File: config.mk
export PLATFORM = sky130hd
export DESIGN_NAME = instr_fetch_unit
export DESIGN_NICKNAME = d
export VERILOG_FILES = /design/src/rtl/fetch_pkg.sv /design/src/rtl/fetch_fifo.sv /design/src/rtl/instr_fetch_unit.sv
export SDC_FILE = /design/constraint.sdc
export NUM_CORES = 1
export LEC_CHECK = 0
export CAP_MARGIN = 20
export CORE_MARGIN = 2
export CORE_UTILIZATION = 35
export CTS_CLUSTER_DIAMETER = 200
export DETAILED_ROUTE_END_ITERATION = 10
export DONT_BUFFER_PORTS = 1
export PLACE_DENSITY_LB_ADDON = 0.2
export SLEW_MARGIN = 20
export SYNTH_ARGS = -nofsm -noshare
export SYNTH_HDL_FRONTEND = slang
export SYNTH_SLANG_ARGS = --single-unit
File: constraint.sdc
create_clock -name clk -period 12.8 [get_ports clk]
set_input_delay 3.2 -clock clk [delete_from_list [all_inputs] [get_ports clk]]
set_output_delay 3.2 -clock clk [all_outputs]
set_load 0.02 [all_outputs]
File: src/rtl/fetch_pkg.sv
// Shared definitions for the instruction fetch unit.
//   RESET_PC_DEFAULT : default first fetch address after reset
//   INSTR_BYTES      : PC increment per sequential instruction
//   fetch_state_t    : fetch controller states
//   fetch_entry_t    : one buffered instruction word with the address it came from
package fetch_pkg;

  localparam logic [31:0] RESET_PC_DEFAULT = 32'h0000_0000;
  localparam int          INSTR_BYTES      = 4;

  typedef enum logic [1:0] {
    S_BOOT  = 2'd0,
    S_RUN   = 2'd1,
    S_FLUSH = 2'd2
  } fetch_state_t;

  typedef struct packed {
    logic [31:0] instr;
    logic [31:0] pc;
  } fetch_entry_t;

endpackage

File: src/rtl/fetch_fifo.sv
// Small synchronous FIFO with a flush input.
//   clk, rst_n       : clock, asynchronous active-low reset (pointers/count only)
//   flush            : empties the FIFO at the next edge; wins over push/pop
//   push, push_data  : write one entry (ignored when full)
//   pop              : drop the head entry (ignored when empty)
//   head             : current head entry, valid while !empty
//   full, empty      : occupancy flags
//   count            : number of stored entries (0..DEPTH)
module fetch_fifo
  import fetch_pkg::*;
#(
  parameter int WIDTH = 64,
  parameter int DEPTH = 2
) (
  input  logic                       clk,
  input  logic                       rst_n,
  input  logic                       flush,
  input  logic                       push,
  input  logic [WIDTH-1:0]           push_data,
  input  logic                       pop,
  output logic [WIDTH-1:0]           head,
  output logic                       full,
  output logic                       empty,
  output logic [$clog2(DEPTH):0]     count
);

  localparam int AW = $clog2(DEPTH);
  localparam int CW = AW + 1;

  logic [WIDTH-1:0] mem [DEPTH];
  logic [AW-1:0]    wr_ptr;
  logic [AW-1:0]    rd_ptr;
  logic             do_push;
  logic             do_pop;

  assign full    = (count == CW'(DEPTH));
  assign empty   = (count == '0);
  assign do_push = push & ~full;
  assign do_pop  = pop & ~empty;
  assign head    = mem[rd_ptr];

  // Pointers wrap naturally because DEPTH is a power of two.
  always_ff @(posedge clk or negedge rst_n) begin
    if (!rst_n) begin
      wr_ptr <= '0;
      rd_ptr <= '0;
      count  <= '0;
    end else if (flush) begin
      wr_ptr <= '0;
      rd_ptr <= '0;
      count  <= '0;
    end else begin
      if (do_push) wr_ptr <= wr_ptr + AW'(1);
      if (do_pop)  rd_ptr <= rd_ptr + AW'(1);
      count <= count + CW'(do_push) - CW'(do_pop);
    end
  end

  // Storage carries no reset; only the pointers decide what is visible.
  always_ff @(posedge clk) begin
    if (do_push && !flush) mem[wr_ptr] <= push_data;
  end

  a_no_overflow: assert property (@(posedge clk) disable iff (!rst_n) !(push && full && !flush));

endmodule

File: src/rtl/instr_fetch_unit.sv
// Fetch stage: owns the PC, issues in-order instruction memory requests,
// buffers returned words and presents them to decode.
//   clk, rst_n              : clock, asynchronous active-low reset
//   imem_req_valid/ready    : request handshake, imem_req_addr = word address
//   imem_rsp_valid/data     : in-order responses, no backpressure
//   redirect_valid/pc       : taken branch/jump; flushes wrong-path work
//   dec_valid/ready         : decode handshake
//   dec_instr/pc/pc_plus4   : instruction at buffer head, its PC and PC+4
module instr_fetch_unit
  import fetch_pkg::*;
#(
  parameter int              XLEN      = 32,
  parameter logic [XLEN-1:0] RESET_PC  = RESET_PC_DEFAULT,
  parameter int              BUF_DEPTH = 2
) (
  input  logic            clk,
  input  logic            rst_n,
  output logic            imem_req_valid,
  input  logic            imem_req_ready,
  output logic [XLEN-1:0] imem_req_addr,
  input  logic            imem_rsp_valid,
  input  logic [XLEN-1:0] imem_rsp_data,
  input  logic            redirect_valid,
  input  logic [XLEN-1:0] redirect_pc,
  output logic            dec_valid,
  input  logic            dec_ready,
  output logic [XLEN-1:0] dec_instr,
  output logic [XLEN-1:0] dec_pc,
  output logic [XLEN-1:0] dec_pc_plus4
);

  localparam int CW = $clog2(BUF_DEPTH) + 1;

  fetch_state_t    state, state_next;
  logic [XLEN-1:0] fetch_pc;
  logic [CW-1:0]   discard, discard_next;
  logic [CW-1:0]   outstanding;
  logic [CW-1:0]   buf_count;
  logic            req_fire, rsp_drop, rsp_keep, dec_fire;
  logic            buf_full, buf_empty, tag_full, tag_empty;
  logic [XLEN-1:0] tag_head;
  fetch_entry_t    buf_push, buf_head;

  // The tag FIFO holds the PC of every live (not-to-be-discarded) request,
  // so its occupancy is exactly the outstanding-request count.
  fetch_fifo #(.WIDTH(XLEN), .DEPTH(BUF_DEPTH)) u_tag_fifo (
    .clk       (clk),
    .rst_n     (rst_n),
    .flush     (redirect_valid),
    .push      (req_fire),
    .push_data (fetch_pc),
    .pop       (rsp_keep),
    .head      (tag_head),
    .full      (tag_full),
    .empty     (tag_empty),
    .count     (outstanding)
  );

  fetch_fifo #(.WIDTH($bits(fetch_entry_t)), .DEPTH(BUF_DEPTH)) u_instr_buf (
    .clk       (clk),
    .rst_n     (rst_n),
    .flush     (redirect_valid),
    .push      (rsp_keep),
    .push_data (buf_push),
    .pop       (dec_fire),
    .head      (buf_head),
    .full      (buf_full),
    .empty     (buf_empty),
    .count     (buf_count)
  );

  // Credit: a request is only issued if its word is guaranteed a buffer slot.
  // Depends on registered state and redirect only, never on imem_req_ready.
  assign imem_req_valid = (state == S_RUN) && !redirect_valid &&
                          ((int'(outstanding) + int'(buf_count)) < BUF_DEPTH);
  assign imem_req_addr  = fetch_pc;
  assign req_fire       = imem_req_valid & imem_req_ready;

  // A response arriving with a redirect belongs to the wrong path as well.
  assign rsp_drop       = imem_rsp_valid & (redirect_valid | (discard != '0));
  assign rsp_keep       = imem_rsp_valid & ~rsp_drop;
  assign buf_push.instr = imem_rsp_data;
  assign buf_push.pc    = tag_head;

  assign dec_valid      = !buf_empty;
  assign dec_fire       = dec_valid & dec_ready;
  assign dec_instr      = dec_valid ? buf_head.instr : '0;
  assign dec_pc         = dec_valid ? buf_head.pc : '0;
  assign dec_pc_plus4   = dec_valid ? buf_head.pc + XLEN'(INSTR_BYTES) : '0;

  always_comb begin
    discard_next = discard;
    if (redirect_valid)
      discard_next = discard + outstanding + CW'(req_fire) - CW'(imem_rsp_valid);
    else if (rsp_drop)
      discard_next = discard - CW'(1);
  end

  always_comb begin
    state_next = state;
    case (state)
      S_BOOT:  state_next = S_RUN;
      S_RUN:   if (redirect_valid && discard_next != '0) state_next = S_FLUSH;
      S_FLUSH: if (discard_next == '0) state_next = S_RUN;
      default: state_next = S_BOOT;
    endcase
  end

  always_ff @(posedge clk or negedge rst_n) begin
    if (!rst_n) begin
      state    <= S_BOOT;
      discard  <= '0;
      fetch_pc <= RESET_PC;
    end else begin
      state   <= state_next;
      discard <= discard_next;
      if (redirect_valid)
        fetch_pc <= redirect_pc & ~XLEN'(INSTR_BYTES - 1);
      else if (req_fire)
        fetch_pc <= fetch_pc + XLEN'(INSTR_BYTES);
    end
  end

  a_buf_room:  assert property (@(posedge clk) disable iff (!rst_n) !(rsp_keep && buf_full));
  a_tag_match: assert property (@(posedge clk) disable iff (!rst_n) !(rsp_keep && tag_empty));
  a_tag_room:  assert property (@(posedge clk) disable iff (!rst_n) !(req_fire && tag_full));

endmodule
# --- Word-level counts from Yosys, hierarchy flattened ---
# Memory sizes are Yosys's and may differ from the RTL's.
# Cells that the tools add are included.
totals:
  ff_bits: 44
  ramBits: 192
  inputBits: 70
  elab_cells: 90
  n_memories: 2
mem_list:
  columns: ["name", "depth", "word_bits", "rd", "rd_ports_with_merged_regs", "write_ports", "line", "source"]
  rows:
  - ["u_instr_buf.mem", 2, 64, 1, 0, 1, "fetch_fifo.sv:30", "logic [WIDTH-1:0] mem [DEPTH];"]
  - ["u_tag_fifo.mem", 2, 32, 1, 0, 1, "fetch_fifo.sv:30", null]
op_classes:
  n_addsub: 15
  magnitude_cmp: 1
  eq_ne: 6
  muxes: 24
  n_bitwise: 14
  reduce_logical: 19
ops:
  columns: ["operator", "n"]
  rows:
  - ["two-way mux 32 bit", 5]
  - ["adder 32 x 3 -> 32 bit, second input constant", 2]
  - ["nonzero test 2 bit", 7]
  - ["two-way mux 1 bit", 12]
  - ["two-way mux 2 bit", 6]
  - ["bitwise AND 1 bit", 8]
  - ["logical NOT 2 bit", 4]
  - ["adder 2 x 1 -> 2 bit", 3]
  - ["equality test 2 bit, second input constant", 3]
  - ["one-hot mux 2 bit (3 select lines)", 1]
  - ["subtractor 2 x 1 -> 2 bit", 3]
  - ["logical AND 1 bit", 5]
  - ["NOT 1 bit", 5]
  - ["adder 1 bit, second input constant", 4]
  - ["adder 2 x 2 -> 3 bit", 1]
  - ["< comparator 3 x 2 -> 1 bit, second input constant", 1]
  - ["adder 2 bit", 1]
  - ["equality test 2 x 1 -> 1 bit, second input constant", 1]
  - ["logical NOT 1 bit", 2]
  - ["inequality test 2 x 1 -> 1 bit, second input constant", 1]
  - ["inequality test 2 bit, second input constant", 1]
  - ["AND reduction 2 bit", 1]
  - ["subtractor 2 x 1 -> 2 bit, second input constant", 1]
  - ["OR 1 bit", 1]

# --- Longest topological paths before layout ---
depth:
  word_depth: 11
  ltp_mapped: 16
  ltp_nobuf: 13

# --- Cells and area by module ---
# From an unflattened synthesis, not the netlist that was laid out.
unflattened:
  cells_unflattened: 787
  hier_area_um2: 11079.4
by_module_without_submodules:
  columns: ["module", "instances", "cells_per_inst", "area_per_inst_um2"]
  rows:
  - ["fetch_fifo at u_instr_buf", 1, 222, 5074.9]
  - ["instr_fetch_unit", 1, 442, 3321.9]
  - ["fetch_fifo at u_tag_fifo", 1, 123, 2682.6]

# --- Worst setup path after synthesis ---
# No wires, ideal clock.
synth_path:
  path_type: "input to output"
  from: "input redirect_valid"
  to: "output imem_req_valid"
  arrival_time_ns: 3.916
  required_ns: 9.600
  slack_ns: 5.684
  cell_stages: 3
  path_cell_list: "buf_2 -> nor4b_1 -> and2_1"
synth_via:
  elab_chain_cells: 3
synth_lines:
  columns: ["element", "line", "source"]
  rows:
  - ["from (decl)", "instr_fetch_unit.sv:23", "input logic redirect_valid,"]
  - ["logical NOT 1 bit", "instr_fetch_unit.sv:74", "assign imem_req_valid = (state == S_RUN) && !redirect_valid &&"]
  - ["logical AND 1 bit (2 in a row)", "instr_fetch_unit.sv:74", null]
  - ["to (decl)", "instr_fetch_unit.sv:18", "output logic imem_req_valid,"]
# Every way passes these cells.

# --- Worst setup path in the final report ---
layout_path:
  from: "register u_instr_buf.rd_ptr"
  to: "output dec_pc_plus4[31]"
layout_via:
  elab_chain_cells: 3
layout_lines:
  columns: ["element", "line", "source"]
  rows:
  - ["from (decl)", "fetch_fifo.sv:32", "logic [AW-1:0] rd_ptr;"]
  - ["from (signal assigned)", "fetch_fifo.sv:54", "if (do_pop) rd_ptr <= rd_ptr + AW'(1);"]
  - ["memory read (2 x 64 bit)", null, null]
  - ["adder 32 x 3 -> 32 bit", "instr_fetch_unit.sv:89", "assign dec_pc_plus4 = dec_valid ? buf_head.pc + XLEN'(INSTR_BYTES) : '0;"]
  - ["two-way mux 32 bit", "instr_fetch_unit.sv:89", null]
  - ["to (decl)", "instr_fetch_unit.sv:29", "output logic [XLEN-1:0] dec_pc_plus4"]
# Every way passes these cells.

==> results by group <==
Status
  – Run status: finished, final reports clean

Logic synthesis
  – Synth Area in Simple Gates: 0.130
  – Cells after Synth: 784
  – Top-area cell type share of the netlist area: 0.537
  – Top cells by area, synth: edfxtp_1 (54%), dfrtp_1 (10%), mux2i_1 (6.0%), mux2_2 (3.7%), nor2_1 (3.6%)
  – Asr flop ratio synth: 0.186
  – Synth Area in Compound Gates: 0.0684
  – Synthesis Warnings: 0
  – Fraction of synthesized area in multiplexers: 0.101
  – Syn Area/Cell: 13.1 um2
  – Flops & latches, synth: 226
  – XOR/XNOR Fraction of Synth Area: 0.0187
  – Yosys cell types: 68
  – Post-synthesis adder-cell area fraction: 0.0136
  – Synth Cell Area: 10300 um2
  – Seq/Total Area, Yosys: 0.639
  – Area leader, netlist: edfxtp_1
  – Post-synth EDFFs: 184
  – Main combinational cell family by area after synthesis: simple AND/OR/NAND/NOR gates
  – Primary FF master, synth: edfxtp_1

Final layout
  – Register Area: 6580 um2
  – Most common cell after layout, fill and taps aside: edfxtp_1
  – Inserted Diodes: 0
  – Share of layout cells above drive strength 1: 0.129
  – Synthesis-to-layout area growth: 11.0%
  – Fill cells: 2757
  – Area of the multi-input gates: 3470 um2
  – Most frequent cells in the layout: edfxtp_1 (184), nor2_1 (96), mux2i_1 (62)
  – Nets: 861

Floorplan
  – # rows: 62
  – Die Span X: 176 um
  – Core area: 28900 um2
  – Initial core utilization: 0.357
  – # IOs: 200
  – Total die area: 30800 um2
  – Die H: 176 um

Global routing
  – First-pass GRT wire length: 35100 um
  – GR Util met3: 0.0385
  – Vias in the first global route: 5894
  – Grt met1 use: 0.217
  – Initial antenna violation count: 0
  – Gr usage total: 0.146
  – Top Usage Layer GRT: met1
  – Overflow after GRT: 0
  – Largest net degree at the start of global routing: 77
  – M2 GR Usage: 0.211

STA
  – Tmin final: 7.21 ns
  – Tcrit/Tclk final: 0.563
  – Slew HR: 0.371
  – Final Setup Violations: 0
  – RSZ-0062 raised after global routing: no
  – Least-Margin Pin Slew: 0.935 ns
  – Highest clock rate: 0.139 GHz
  – Slew Viols, Final: 0
  – Skew final: 0.00716 ns
  – Fin. Hold Viols: 0
  – Setup TNS: 0 ns

Power and ir drop
  – Comb pwr share: 0.306
  – Clock power frac: 0.286
  – P_leak: 3.79 nW
  – Power per cell area: 209 nW/um2
  – Total chip power: 2.39 mW
  – Seq pwr share: 0.408
  – Sw Ratio: 0.383
  – P_int: 1.48 mW
  – Peak supply drop: 0.134 mV
  – NetSw: 916 uW

Clock tree
  – Cts bufs inserted: 26
  – Post-CTS Resized: 0
  – H-Tree Level Count: 1
  – CTS sink cnt: 226
  – Clock transition at path regs: 0.06 ns
  – Clk_lat worst skew: 0.52 ns
  – Setup Buffers After CTS: 0
  – Root Buffer: clkbuf_16
  – Clock buffer depth: 3
  – Clock tree from TritonCTS: done
  – Hold_buf cts: 0

Critical path
  – WS Path Type: reg -> out
  – WP data required: 9.60 ns
  – Crit path max fanout: 52
  – Crit path DAT: 4.01 ns
  – Setup crit end kind: output pin
  – Startpoint types: register

Detailed routing
  – DRC Markers: 0
  – Initial drt markers: 343
  – DR vias: 6137
  – Pre-antenna DRT Iters: 4
  – Antenna-violating nets left: 0
  – Vias per cell: 5.18
  – Final wirelength: 22900 um
  – Routed len/inst: 19.3 um

Placement
  – Final GP Congestion: 0.764
  – Dpl hpwl: 15400 um
  – IO Port Bufs: 0

Min path
  – Hold crit path type: reg -> reg

Job
  – Max Cap Violations: 0
==> metrics by stage <==
stage	setup slack [ns]	hold slack, ns	instances	instance area, um2	utilization
6_report	5.59	0.473	1184	11400	0.396
2_1_floorplan	5.68	0.448	789	10300	-
3_3_place_gp	5.73	0.464	1137	10600	0.369
5_1_grt	5.36	0.510	1184	11400	0.396
3_5_place_dp	5.70	0.468	1137	10600	0.369
4_1_cts	5.51	0.477	1184	11400	0.396
==> critical path: stages, from the launching register on <==
cell and delay (ns):
dfrtp_4 0.72, buf_4 0.75, nand4_1 0.29, a211o_1 0.41, or3_1 0.42, o31a_1 0.25
nor3_1 0.64
==> cells by family (layout without fill, tap and decap cells) <==
logic type / after synthesis / in the layout
DFF: 226 / 226
and+or+nand+nor: 268 / 268
AOI/OAI and AO/OA: 99 / 99
other: 1 / 6
xor gates and xnor gates: 22 / 22
adders and majority gates: 10 / 10
buffers and inverters: 59 / 70
muxes: 99 / 99
==> sequential cells by signal (all words and copies together) (netlist names) <==
| register | cells |
|---|---|
| u_instr_buf.mem | 124 |
| u_tag_fifo.mem | 60 |
| imem_req_addr | 30 |
| discard | 2 |
| state | 2 |
| u_instr_buf.count | 2 |
| u_tag_fifo.count | 2 |
| u_instr_buf.rd_ptr | 1 |
| u_instr_buf.wr_ptr | 1 |
| u_tag_fifo.rd_ptr | 1 |
| u_tag_fifo.wr_ptr | 1 |
==> metal layers <==
metal	vias up	part of all wire
met5	-	0
met4	0	0.022
met3	36	0.076
met2	201	0.42
met1	2977	0.48
li1	2923	-
==> power by group through the flow <==
stage / Clock, mW / Combinational, mW / Sequential [mW]
2_1_floorplan: 0 / 0.632 / 0.954
3_3_place_gp: 0 / 0.740 / 0.988
3_5_place_dp: 0 / 0.746 / 0.991
4_1_cts: 0.707 / 0.748 / 0.976
5_1_grt: 0.734 / 0.798 / 0.987
6_report: 0.685 / 0.732 / 0.975
==> cells in the mapped netlist, types with 11 or more instances <==
cell      number
a21oi_1       11
and2_1        14
buf_2         12
clkbuf_1      13
dfrtp_1       42
edfxtp_1     184
inv_1         14
mux2_2        34
mux2i_1       62
nand2_1       61
nand3_1       29
nand4_1       16
nor2_1        98
o211ai_1      13
o21ai_0       23
xnor2_1       17
==> final timing paths <==
kind                                startpoint            endpoint  slack, ns  cells after the start
min reg2reg                           state[1]            state[1]       0.47                      1
max                         u_instr_buf.rd_ptr    dec_pc_plus4[31]       5.59                      6
min                                   state[1]            state[1]       0.47                      1
max in group asynchronous                rst_n  u_instr_buf.rd_ptr      10.33                      0
max reg2reg                u_tag_fifo.count[0]            state[1]       8.91                     14
min in group asynchronous                rst_n            state[0]       2.37                      0
==> final cells by class <==
cell class,count,area share
timing repair buffer,7,0.00460
multi-input combinational,504,0.303
clock inverter,15,0.00865
inverter,16,0.00525
clock buffer,32,0.0607
tap,384,0.0420
sequential,226,0.576
Note: power is estimated with default switching activity, not from simulation.
